### config.mk
export PLATFORM = sky130hd
export DESIGN_NAME = bytes_to_word_flat
export DESIGN_NICKNAME = d
export VERILOG_FILES = /design/src/rtl/bytes_to_word_if.sv /design/src/rtl/bytes_to_word.sv /design/src/flat_wrapper.sv
export SDC_FILE = /design/constraint.sdc
export NUM_CORES = 1
export LEC_CHECK = 0
export BUFFER_PORTS_ARGS = -buffer_cell sky130_fd_sc_hd__buf_4
export CELL_PAD_IN_SITES_DETAIL_PLACEMENT = 0
export CELL_PAD_IN_SITES_GLOBAL_PLACEMENT = 1
export CORE_MARGIN = 3
export CORE_UTILIZATION = 45
export DETAILED_ROUTE_END_ITERATION = 7
export HOLD_SLACK_MARGIN = 0.1
export MAX_ROUTING_LAYER = met4
export PLACE_DENSITY = 0.9
export SYNTH_ARGS = -nofsm -noshare
export SYNTH_HDL_FRONTEND = slang
export SYNTH_SLANG_ARGS = --single-unit
### constraint.sdc
create_clock -name clk -period 2.8 [get_ports clk]
set_input_delay 0.14 -clock clk [delete_from_list [all_inputs] [get_ports clk]]
set_output_delay 0.14 -clock clk [all_outputs]
set_load 0.02 [all_outputs]
### src/rtl/bytes_to_word_if.sv
// UART-receive and word-output signal bundle for bytes_to_word.
// master = environment (UART + downstream consumer), slave = bytes_to_word.
interface bytes_to_word_if #(
  parameter int WORD_W = 32
);
  localparam int VBW = $clog2(WORD_W / 8) + 1;

  logic              rx_readable;
  logic [7:0]        rx_data;
  logic              rx_used_tick;
  logic              word_ack;
  logic              word_valid;
  logic [WORD_W-1:0] word_out;
  logic              word_last;
  logic [VBW-1:0]    valid_bytes;
  logic              msg_end;
  logic              receiving;

  modport master (
    output rx_readable, rx_data, word_ack,
    input  rx_used_tick, word_valid, word_out, word_last, valid_bytes, msg_end, receiving
  );

  modport slave (
    input  rx_readable, rx_data, word_ack,
    output rx_used_tick, word_valid, word_out, word_last, valid_bytes, msg_end, receiving
  );
endinterface

### src/rtl/bytes_to_word.sv
// Assembles UART bytes MSB-first into WORD_W-bit words; EOT_CHAR closes a message.
// Define BTW_TIMEOUT_EN to flush a partial word after TIMEOUT_CYCLES idle clocks.
module bytes_to_word #(
  parameter int          WORD_W         = 32,
  parameter logic [7:0]  EOT_CHAR       = 8'h04,
  parameter int          TIMEOUT_CYCLES = 160000
) (
  input  logic            clk,
  input  logic            rst,
  bytes_to_word_if.slave  bus
);
  localparam int NB  = WORD_W / 8;
  localparam int VBW = $clog2(NB) + 1;

  if ((WORD_W % 8) != 0 || WORD_W < 16 || TIMEOUT_CYCLES < 1) begin : g_bad_params
    $error("bytes_to_word: WORD_W must be a multiple of 8 (>=16) and TIMEOUT_CYCLES >= 1");
  end

  typedef enum logic [1:0] {COLLECT, GUARD, PRESENT} state_t;

  state_t            state_reg, state_next;
  logic [WORD_W-1:0] shift_reg, shift_next;
  logic [VBW-1:0]    count_reg, count_next;
  logic [WORD_W-1:0] word_reg, word_next;
  logic              last_reg, last_next;
  logic [VBW-1:0]    vb_reg, vb_next;
  logic              valid_reg, valid_next;
  logic              pend_reg, pend_next;
  logic              msg_end_reg, msg_end_next;
  logic              tick;
  logic [WORD_W-1:0] shifted;
  logic [WORD_W-1:0] aligned;

`ifdef BTW_TIMEOUT_EN
  localparam int IW = $clog2(TIMEOUT_CYCLES + 1);
  logic [IW-1:0] idle_reg, idle_next;
`endif

  always_ff @(posedge clk or negedge rst) begin
    if (!rst) begin
      state_reg   <= COLLECT;
      shift_reg   <= '0;
      count_reg   <= '0;
      word_reg    <= '0;
      last_reg    <= 1'b0;
      vb_reg      <= '0;
      valid_reg   <= 1'b0;
      pend_reg    <= 1'b0;
      msg_end_reg <= 1'b0;
`ifdef BTW_TIMEOUT_EN
      idle_reg    <= '0;
`endif
    end else begin
      state_reg   <= state_next;
      shift_reg   <= shift_next;
      count_reg   <= count_next;
      word_reg    <= word_next;
      last_reg    <= last_next;
      vb_reg      <= vb_next;
      valid_reg   <= valid_next;
      pend_reg    <= pend_next;
      msg_end_reg <= msg_end_next;
`ifdef BTW_TIMEOUT_EN
      idle_reg    <= idle_next;
`endif
    end
  end

  always_comb begin
    state_next   = state_reg;
    shift_next   = shift_reg;
    count_next   = count_reg;
    word_next    = word_reg;
    last_next    = last_reg;
    vb_next      = vb_reg;
    valid_next   = valid_reg;
    pend_next    = pend_reg;
    msg_end_next = 1'b0;
    tick         = 1'b0;
    shifted      = {shift_reg[WORD_W-9:0], bus.rx_data};
    // Partial bytes sit in the low end of shift_reg; move them to the top, zero-filled below.
    aligned      = shift_reg << (8 * (NB - int'(count_reg)));
`ifdef BTW_TIMEOUT_EN
    idle_next    = idle_reg;
`endif

    case (state_reg)
      COLLECT: begin
        if (bus.rx_readable) begin
          tick       = 1'b1;
          state_next = GUARD;
`ifdef BTW_TIMEOUT_EN
          idle_next  = '0;
`endif
          if (bus.rx_data == EOT_CHAR) begin
            msg_end_next = 1'b1;
            if (count_reg != '0) begin
              word_next  = aligned;
              last_next  = 1'b1;
              vb_next    = count_reg;
              pend_next  = 1'b1;
              count_next = '0;
              shift_next = '0;
            end
          end else if (count_reg == VBW'(NB - 1)) begin
            word_next  = shifted;
            last_next  = 1'b0;
            vb_next    = VBW'(NB);
            pend_next  = 1'b1;
            count_next = '0;
            shift_next = '0;
          end else begin
            shift_next = shifted;
            count_next = count_reg + 1'b1;
          end
        end
`ifdef BTW_TIMEOUT_EN
        else if (count_reg != '0) begin
          // Idle flush behaves like EOT except that msg_end stays low.
          if (idle_reg == IW'(TIMEOUT_CYCLES - 1)) begin
            word_next  = aligned;
            last_next  = 1'b1;
            vb_next    = count_reg;
            pend_next  = 1'b1;
            count_next = '0;
            shift_next = '0;
            idle_next  = '0;
            state_next = GUARD;
          end else begin
            idle_next = idle_reg + 1'b1;
          end
        end else begin
          idle_next = '0;
        end
`endif
      end

      GUARD: begin
        // One dead cycle lets the UART drop its readable flag before we look again.
        if (pend_reg) begin
          valid_next = 1'b1;
          pend_next  = 1'b0;
          state_next = PRESENT;
        end else begin
          state_next = COLLECT;
        end
      end

      PRESENT: begin
        if (bus.word_ack) begin
          valid_next = 1'b0;
          state_next = COLLECT;
        end
      end

      default: state_next = COLLECT;
    endcase
  end

  // Gating with rst keeps the UART byte unconsumed while reset is held.
  assign bus.rx_used_tick = tick & rst;
  assign bus.word_valid   = valid_reg;
  assign bus.word_out     = word_reg;
  assign bus.word_last    = last_reg;
  assign bus.valid_bytes  = vb_reg;
  assign bus.msg_end      = msg_end_reg;
  assign bus.receiving    = (count_reg != '0);

endmodule
### src/flat_wrapper.sv
// flat-port wrapper written by rule: the top's interface ports become plain ports
module bytes_to_word_flat 
#(
  parameter int          WORD_W         = 32,
  parameter logic [7:0]  EOT_CHAR       = 8'h04,
  parameter int          TIMEOUT_CYCLES = 160000
)
  (clk, rst, bus_rx_readable, bus_rx_data, bus_word_ack, bus_rx_used_tick, bus_word_valid, bus_word_out, bus_word_last, bus_valid_bytes, bus_msg_end, bus_receiving);
  bytes_to_word_if #(.WORD_W(WORD_W)) bus_i ();
  input  logic clk;
  input  logic rst;
  input wire logic [$bits(bus_i.rx_readable)-1:0] bus_rx_readable;
  input wire logic [$bits(bus_i.rx_data)-1:0] bus_rx_data;
  input wire logic [$bits(bus_i.word_ack)-1:0] bus_word_ack;
  output wire logic [$bits(bus_i.rx_used_tick)-1:0] bus_rx_used_tick;
  output wire logic [$bits(bus_i.word_valid)-1:0] bus_word_valid;
  output wire logic [$bits(bus_i.word_out)-1:0] bus_word_out;
  output wire logic [$bits(bus_i.word_last)-1:0] bus_word_last;
  output wire logic [$bits(bus_i.valid_bytes)-1:0] bus_valid_bytes;
  output wire logic [$bits(bus_i.msg_end)-1:0] bus_msg_end;
  output wire logic [$bits(bus_i.receiving)-1:0] bus_receiving;
  assign bus_i.rx_readable = bus_rx_readable;
  assign bus_i.rx_data = bus_rx_data;
  assign bus_i.word_ack = bus_word_ack;
  assign bus_rx_used_tick = bus_i.rx_used_tick;
  assign bus_word_valid = bus_i.word_valid;
  assign bus_word_out = bus_i.word_out;
  assign bus_word_last = bus_i.word_last;
  assign bus_valid_bytes = bus_i.valid_bytes;
  assign bus_msg_end = bus_i.msg_end;
  assign bus_receiving = bus_i.receiving;
  bytes_to_word #(.WORD_W(WORD_W), .EOT_CHAR(EOT_CHAR), .TIMEOUT_CYCLES(TIMEOUT_CYCLES)) u_core (.clk(clk), .rst(rst), .bus(bus_i));
endmodule
# Word-level counts from Yosys, hierarchy flattened
# Index checks and enable logic that the tools add are counted.
# totals
regBits	76
latchBits	0
ram_bits	0
rom_bits	0
inputBits	12
output_inout_bits	40
elab_cells	64
n_memories	0
# classes
addsub	2
mul	0
div	0
order_cmp	0
eq_ne	10
shifts	1
n_mux	31
n_bitwise	1
n_reduce_logical	10
# ops
cell	n
$mux W32	6
$shl A32 B32 Y32	1
$mux W3	6
$mux W1	13
$eq A8 B3 Y1 const B	1
$reduce_and A4 Y1	2
$mux W2	3
$ne A2 B2 Y1 const B	3
$pmux W2 S3	1
$reduce_and A3 Y1	2
$reduce_bool A2 Y1	3
$pmux W1 S2	2
$sub A3 B3 Y4 const A	1
$add A3 B1 Y3 const B	1
$eq A3 B2 Y1 const B	1
$ne A3 B1 Y1 const B	1
$ne A3 B3 Y1 const B	1
$reduce_bool A3 Y1	1
$eq A2 B1 Y1 const B	1
$eq A2 B2 Y1 const B	1
$logic_not A2 Y1	1
$ne A2 B1 Y1 const B	1
$reduce_and A2 Y1	1
$and A1 B1 Y1	1

# Longest topological paths before layout
# Gate-level depths: netlist (run 1).
# logic_depth
depth_word	5
mapped_depth	10
ltp_nobuf	7

# Least setup slack after synthesis (run 1)
# OpenSTA, ideal clock, no wires.
# synth_timing
path_type	register to register
from	register u_core.count_reg[0]
to	register u_core.word_reg[10], in the netlist u_core.bus.word_out[10]
setup_time_ps	125
arrival_ps	2570
t_required_ps	2675
setup_slack_ps	105
path_stages_with_launch	10
path_buffers	2
synth_period_minus_slack_ps	2695
path_cell_list	dfrtp_1 -> clkbuf_1 -> inv_1 -> ha_1 -> ha_1 -> inv_1 -> nand3_1 -> a21oi_2 -> buf_6 -> mux2_4
# synth_via
word_cells_on_any_way	9
cone_classes	add/sub (1); eq/ne (2); shift (1); mux (2); reduce/logical (3)
# synth_rtl
item	line_no	text
from (decl)	bytes_to_word.sv:23	logic [VBW-1:0] count_reg, count_next;
from (signal assigned)	bytes_to_word.sv:56	count_reg <= count_next;
$reduce_bool A3 Y1	-	
net bus_receiving	flat_wrapper.sv:21	output wire logic [$bits(bus_i.receiving)-1:0] bus_receiving;
$ne A2 B2 Y1 (no line)	-	
$reduce_and A4 Y1 (no line)	-	
to (signal assigned)	bytes_to_word.sv:57	word_reg <= word_next;
to (decl)	bytes_to_word.sv:24	logic [WORD_W-1:0] word_reg, word_next;
# The timed path passes the listed nets, and every way through them passes these cells. The select of a mux whose other input is x is not followed.
# A chain may end at the register's enable or synchronous reset.

# Worst setup path after layout (run 1)
# layout_timing
from	input port bus_rx_data[4]
to	register u_core.word_reg[31], in the netlist u_core.bus.word_out[31]
# layout_via
elab_chain_len	3
word_cells_on_any_way	5
cone_classes	eq/ne (2); mux (1); reduce/logical (2)
# layout_rtl
item	line_no	text
from (decl)	flat_wrapper.sv:13	input wire logic [$bits(bus_i.rx_data)-1:0] bus_rx_data;
$eq A8 B3 Y1 (*)	bytes_to_word.sv:95	if (bus.rx_data == EOT_CHAR) begin
$ne A2 B2 Y1 (no line) or $reduce_bool A2 Y1 (tied branches)	-	
$reduce_and A4 Y1 (no line)	-	
# Every way passes the cells marked *; elsewhere a longest branch is shown, timed or not.

==> results of run 1 <==
==> critical path: cells and delay by family <==
kind | cells | cell delay [ns]
and+or+nand+nor | 2 | 1.30
buffers and inverters | 2 | 0.69
AOI/OAI and AO/OA | 2 | 0.71
==> per-stage QoR <==
stage	std cells	hold slack [ns]
global route	563	0.1491
global placement	538	0.1403
finish	563	0.1549
CTS	563	0.1482
detailed placement	538	0.1474
floorplan	397	-0.1556
==> logic make-up (layout without fill, tap and decap cells) <==
family / after synthesis / after routing / share of synthesized area
AO/OA/AOI/OAI: 138 / 138 / 0.2512
adder cells (fa/ha/maj): 3 / 3 / 0.009492
buffers and inverters: 45 / 106 / 0.05156
flip-flops: 76 / 76 / 0.4809
multiplexers: 29 / 29 / 0.08447
AND/OR/NAND/NOR: 106 / 106 / 0.1224
==> area by class of cell <==
cell class                      instances  area [um2]  area share
Clock inverter                          5       100.1     0.02080
Clock buffer                           10       137.6     0.02860
Sequential cell                        76        1902      0.3952
Tap cell                              105       131.4     0.02730
Timing Repair Buffer                   78       623.1      0.1295
Inverter                               13       48.80     0.01014
Multi-Input combinational cell        276        1869      0.3885
==> report_power, final <==
part           internal (W)  switching (W)
combinational       0.00111        0.00141
clock              0.000608       0.000399
sequential          0.00154       0.000468
==> synth_stat cells, types with 2 or more instances <==
cell type / count / area share
dfrtp_1: 76 / 0.48
nand2_1: 74 / 0.070
o21ai_0: 38 / 0.048
a221oi_1: 19 / 0.042
clkbuf_1: 19 / 0.018
mux2i_1: 15 / 0.038
a21oi_1: 13 / 0.016
a2bb2oi_1: 12 / 0.027
inv_1: 12 / 0.011
a22oi_1: 10 / 0.019
nor2b_1: 9 / 0.014
o2bb2ai_1: 8 / 0.018
o32a_1: 8 / 0.020
buf_2: 7 / 0.0089
mux2_2: 7 / 0.020
mux2_4: 7 / 0.027
nor2_1: 7 / 0.0066
a211oi_1: 5 / 0.0095
buf_4: 5 / 0.0095
o21a_1: 5 / 0.0095
o21ai_1: 5 / 0.0063
a211o_1: 3 / 0.0066
a32oi_1: 3 / 0.0066
ha_1: 3 / 0.0095
nand3_1: 3 / 0.0038
and4_1: 2 / 0.0044
nand4_1: 2 / 0.0032
o31ai_1: 2 / 0.0038
==> layout by cell type, fill, tap and decap left out, types with 2 or more instances in the layout <==
| master | instances |
|---|---|
| a211o_1 | 3 |
| a211oi_1 | 5 |
| a21oi_1 | 12 |
| a221oi_1 | 19 |
| a22oi_1 | 10 |
| a2bb2oi_1 | 12 |
| a32oi_1 | 3 |
| and4_1 | 2 |
| buf_4 | 67 |
| bufinv_16 | 3 |
| clkbuf_8 | 10 |
| clkinv_2 | 2 |
| dfrtp_1 | 76 |
| dlygate4sd3_1 | 10 |
| ha_1 | 3 |
| inv_1 | 12 |
| mux2_2 | 7 |
| mux2_4 | 7 |
| mux2i_1 | 15 |
| nand2_1 | 74 |
| nand3_1 | 3 |
| nand4_1 | 2 |
| nor2_1 | 7 |
| nor2b_1 | 9 |
| o21a_1 | 5 |
| o21ai_0 | 38 |
| o21ai_1 | 5 |
| o2bb2ai_1 | 8 |
| o31ai_1 | 2 |
| o32a_1 | 8 |
==> worst min-delay path by stage <==
| stage | depth (start not counted) | slack (ns) | end | start |
|---|---|---|---|---|
| 2_1_floorplan | 0 | -0.16 | u_core.bus.msg_end | rst |
| 3_3_place_gp | 1 | 0.14 | u_core.bus.word_out[27] | rst |
| 3_5_place_dp | 1 | 0.15 | u_core.bus.word_out[27] | rst |
| 4_1_cts | 3 | 0.15 | u_core.pend_reg | bus_rx_readable |
| 5_1_grt | 3 | 0.15 | u_core.pend_reg | bus_rx_readable |
| 6_report | 3 | 0.15 | u_core.pend_reg | bus_rx_readable |
==> layer usage <==
layer	global-route usage	vias up
li1	-	1585
met1	0.3208	1671
met2	0.3325	137
met3	0.04137	23
met4	0.08193	0
met5	-	-
==> timing repair <==
| item | CTS | global route |
|---|---|---|
| hold endpoints to repair | 51 | 0 |
| hold buffers | 10 | 0 |
| gates resized for setup | 0 | 0 |
| setup endpoints to repair | 0 | 0 |
==> impl_metrics.tcl, run 1 <==
set metrics [dict create \
    worstMarginPinSlew_ns 0.7626 \
    numPortBuffers 51 \
    m1WireLength_um 4711 \
    p_per_area_nw_per_um2 1151 \
    cp_data_arrival_time_ns 2.84 \
    synth-async-reset-ratio 1.000 \
    final_area_um2 4812 \
    grt_start_max_net_pins 40 \
    synthDistinctLibCells 46 \
    drtPass1Iterations 4 \
    max_freq_ghz 0.3887 \
    root_buffer "clkbuf_8" \
    wl_met3_um 741 \
    postSynthCellCount 397 \
    setup_ws_ns 0.2273 \
    initialDrtViolationCount 289 \
    cp-end-kind "flip-flop" \
    yosys_register_bits 76 \
    die_h_um 99.75 \
    via_per_inst 6.067 \
    grt_antenna_before_repair 0 \
    worstSkewPairLatency_ns 0.35 \
    ios 52 \
    top_layer "met4" \
    grt_pass1_wl_um 17310 \
    drv_slew 0 \
    via_count 3416 \
    setup-violations-final 0 \
    n_fill_cell 758 \
    synth.avg_cell_area_um2 9.962 \
    tns_ns 0 \
    post-place-ws_ns 0.3937 \
    cts_tree "built" \
    status "completed" \
    critical_path_class "in -> reg" \
    cts.clk_slew.worst_paths_ns 0.08 \
    max_slew_margin 0.4904 \
    r2r_start "u_core.count_reg[0]" \
    diodes 0 \
    critical_path.max_stage_delay_ns 0.66 \
    critPathRequiredTime_ns 3.07 \
    clock_sinks 76 \
    ys.flop_type "dfrtp_1" \
    worstPathMaxFanout 22 \
    synth_warnings 0 \
    seq_area_frac_synth 0.4809 \
    wl_per_cell_um 18.78 \
    crit_end "u_core.bus.word_out[31]" \
    postRouteAntennaNets 0 \
    fin_nets 469 \
    hp-class "in -> reg" \
    utilization 0.5741 \
    crit_chain "dlygate4sd3_1 -> buf_4 -> nor4_1 -> nand2_1 -> o32a_1 -> a2bb2oi_1" \
    min_period_ns 2.573 \
    synthesis.nets 412 \
    dieArea_um2 9950 \
    reg2reg_to "u_core.bus.word_out[2]" \
    max-cap-violations 0 \
    reg2reg_slack_ns 0.36 \
    wl_met2_um 4903 \
    r2r_cells 7 \
    synth-edff-count 0 \
    synthesis.area_um2 3955 \
    start_util 0.4719 \
    globalRouteOverflowTotal 0 \
    htreeDepth 3 \
    rows 33 \
    route.detailed.drc 0 \
    track_usage 0.2288 \
    drive_above_1_share 0.2293 \
    gp_congestion 0.9161 \
    leakage_nw 2.121 \
    syn2layout_area_growth_pct 21.67 \
    start_kind "input pin" \
    cts_setup_buffers 0 \
    p_total_w 0.005541 \
    grt_pass1_vias 3262 \
    peakVddDrop_mv 0.5284 \
    cts_inserted_buffers 9 \
    dpl_cell_area_um2 4474 \
    cp_slowest_cell "nand2_1" \
    fin_crit_sh 0.9188 \
    dpl.hpwl_um 7250 \
    coreArea_um2 8382 \
    rsz0062_at_grt "no" \
    die_w_um 99.75 \
    crit_start "bus_rx_data[4]" \
    hold_viol 0 \
    clock_path_buffers 2 \
    clock_skew_ns 0.008249 \
    wirelength_um 10570 \
]
No activity file was read; power rests on OpenSTA's default activity.
==> run 2, diff against run 1 <==
clock period = 2.4 ns   (was 2.8 ns; I/O delays follow)
==> run 2 against run 1 <==
  * Worst hold slack worse by 0.021 ns
  * Cell count is 0.89% higher
  * Sequential power is 18% higher
  * Critical path depth is 2 higher
  * Clock-buffer cell count stayed put
  * Clock skew hardly changed
  * Die area stayed put
  * Clock power is 11% higher
==> impl_metrics.tcl, run 2 (synthesized netlist as in run 1, its figures left out) <==
set metrics [dict create \
    grt_start_max_net_pins 68 \
    dieArea_um2 9950 \
    initialDrtViolationCount 276 \
    critPathRequiredTime_ns 2.64 \
    max_slew_margin 0.6622 \
    clock_skew_ns 0.007988 \
    status "completed" \
    cp_data_arrival_time_ns 2.49 \
    layout.cells.non_filler 568 \
    via_count 3406 \
    route.detailed.drc 0 \
    max_freq_ghz 0.4447 \
    grt_pass1_vias 3410 \
    gp_congestion 0.8599 \
    cts.clk_slew.worst_paths_ns 0.09 \
    post-place-cells 542 \
    track_usage 0.2333 \
    setup-violations-final 0 \
    clock_path_buffers 2 \
    fin_nets 473 \
    drive_above_1_share 0.2419 \
    numPortBuffers 51 \
    max-cap-violations 0 \
    drv_slew 0 \
    reg2reg_slack_ns 0.15 \
    peakVddDrop_mv 0.7342 \
    start_kind "flip-flop" \
    rows 33 \
    n_fill_cell 720 \
    min_period_ns 2.249 \
    syn2layout_area_growth_pct 22.78 \
    coreArea_um2 8382 \
    dpl.hpwl_um 7286 \
    drtPass1Iterations 5 \
    final_common_cell "dfrtp_1" \
    hold_viol 0 \
    ios 52 \
    cp-end-kind "flip-flop" \
    die_h_um 99.75 \
    wl_per_cell_um 19.11 \
    globalRouteOverflowTotal 0 \
    setup_ws_ns 0.1513 \
    root_buffer "clkbuf_8" \
    cts_setup_buffers 0 \
    wirelength_um 10850 \
    cts_tree "built" \
    p_total_w 0.006469 \
    grt_pass1_wl_um 17830 \
    diodes 0 \
    final_area_um2 4856 \
    worstSkewPairLatency_ns 0.36 \
    worstMarginPinSlew_ns 0.5067 \
    layout_common_cells "dfrtp_1 (76), nand2_1 (74), buf_4 (70)" \
    hp-class "in -> reg" \
    p_per_area_nw_per_um2 1332 \
    critical_path_class "reg -> reg" \
    tns_ns 0 \
    post-place-ws_ns 0.2037 \
    htreeDepth 3 \
    clock_sinks 76 \
    die_w_um 99.75 \
    rsz0062_at_grt "no" \
    dpl_cell_area_um2 4522 \
    grt_antenna_before_repair 0 \
    worstPathMaxFanout 8 \
    postRouteAntennaNets 0 \
    cts_inserted_buffers 9 \
    start_util 0.4719 \
    via_per_inst 5.996 \
    leakage_nw 2.131 \
    fin_crit_sh 0.9370 \
]
-- run 2: area by class of cell --
| class | count | area, um2 | area share |
|---|---|---|---|
| clock buffers | 10 | 137.6 | 0.02834 |
| clock inverters | 6 | 87.58 | 0.01804 |
| inverters | 13 | 48.80 | 0.01005 |
| multi-input cells | 276 | 1883 | 0.3878 |
| flip-flops and latches | 76 | 1902 | 0.3917 |
| well taps | 105 | 131.4 | 0.02705 |
| repair buffers | 82 | 665.6 | 0.1371 |
-- run 2: power by group --
group	total, W	leakage [nW]	internal, W	switching (W)
Clock	0.00112	0.105	0.000612	0.000506
Sequential	0.00237	0.950	0.00180	0.000567
Combinational	0.00298	1.08	0.00131	0.00167
-- run 2: timing repair --
item                                    CTS  global route
hold buffers                             10             0
hold endpoints to repair                 50             0
endpoints found under the setup margin    0             2
gates resized for setup                   0             1
-- run 2: through the flow --
step | hold WS, ns | util
finish | 0.1338 | 0.5793
global route | 0.1431 | 0.5793
CTS | 0.1258 | 0.5783
detailed placement | 0.1329 | 0.5395
global placement | 0.1247 | 0.5395
floorplan | -0.1756 | -
-- run 2: path summary, 6_finish.rpt --
| path | start | end | depth (start not counted) |
|---|---|---|---|
| max | u_core.count_reg[1] | u_core.bus.word_out[8] | 8 |
| min | bus_rx_readable | u_core.pend_reg | 3 |
| max reg2reg | u_core.count_reg[1] | u_core.bus.word_out[8] | 8 |
| min reg2reg | u_core.shift_reg[24] | u_core.shift_reg[24] | 2 |
| max in group asynchronous | rst | u_core.shift_reg[31] | 3 |
| min in group asynchronous | rst | u_core.shift_reg[28] | 2 |
-- run 2: worst max-delay path, stage by stage (launching register included) --
cell and delay, ns:
dfrtp_1 0.49, inv_1 0.08, ha_1 0.19, ha_1 0.28, inv_2 0.13, nand3_2 0.10
a21oi_4 0.31, buf_4 0.21, mux2_2 0.34
-- run 2: layer usage --
metal	part of all wire	track usage	wire (um)
met4	0.018	0.07248	194
met5	0	-	0
met2	0.46	0.3453	4977
met1	0.46	0.3259	4994
met3	0.063	0.04278	688
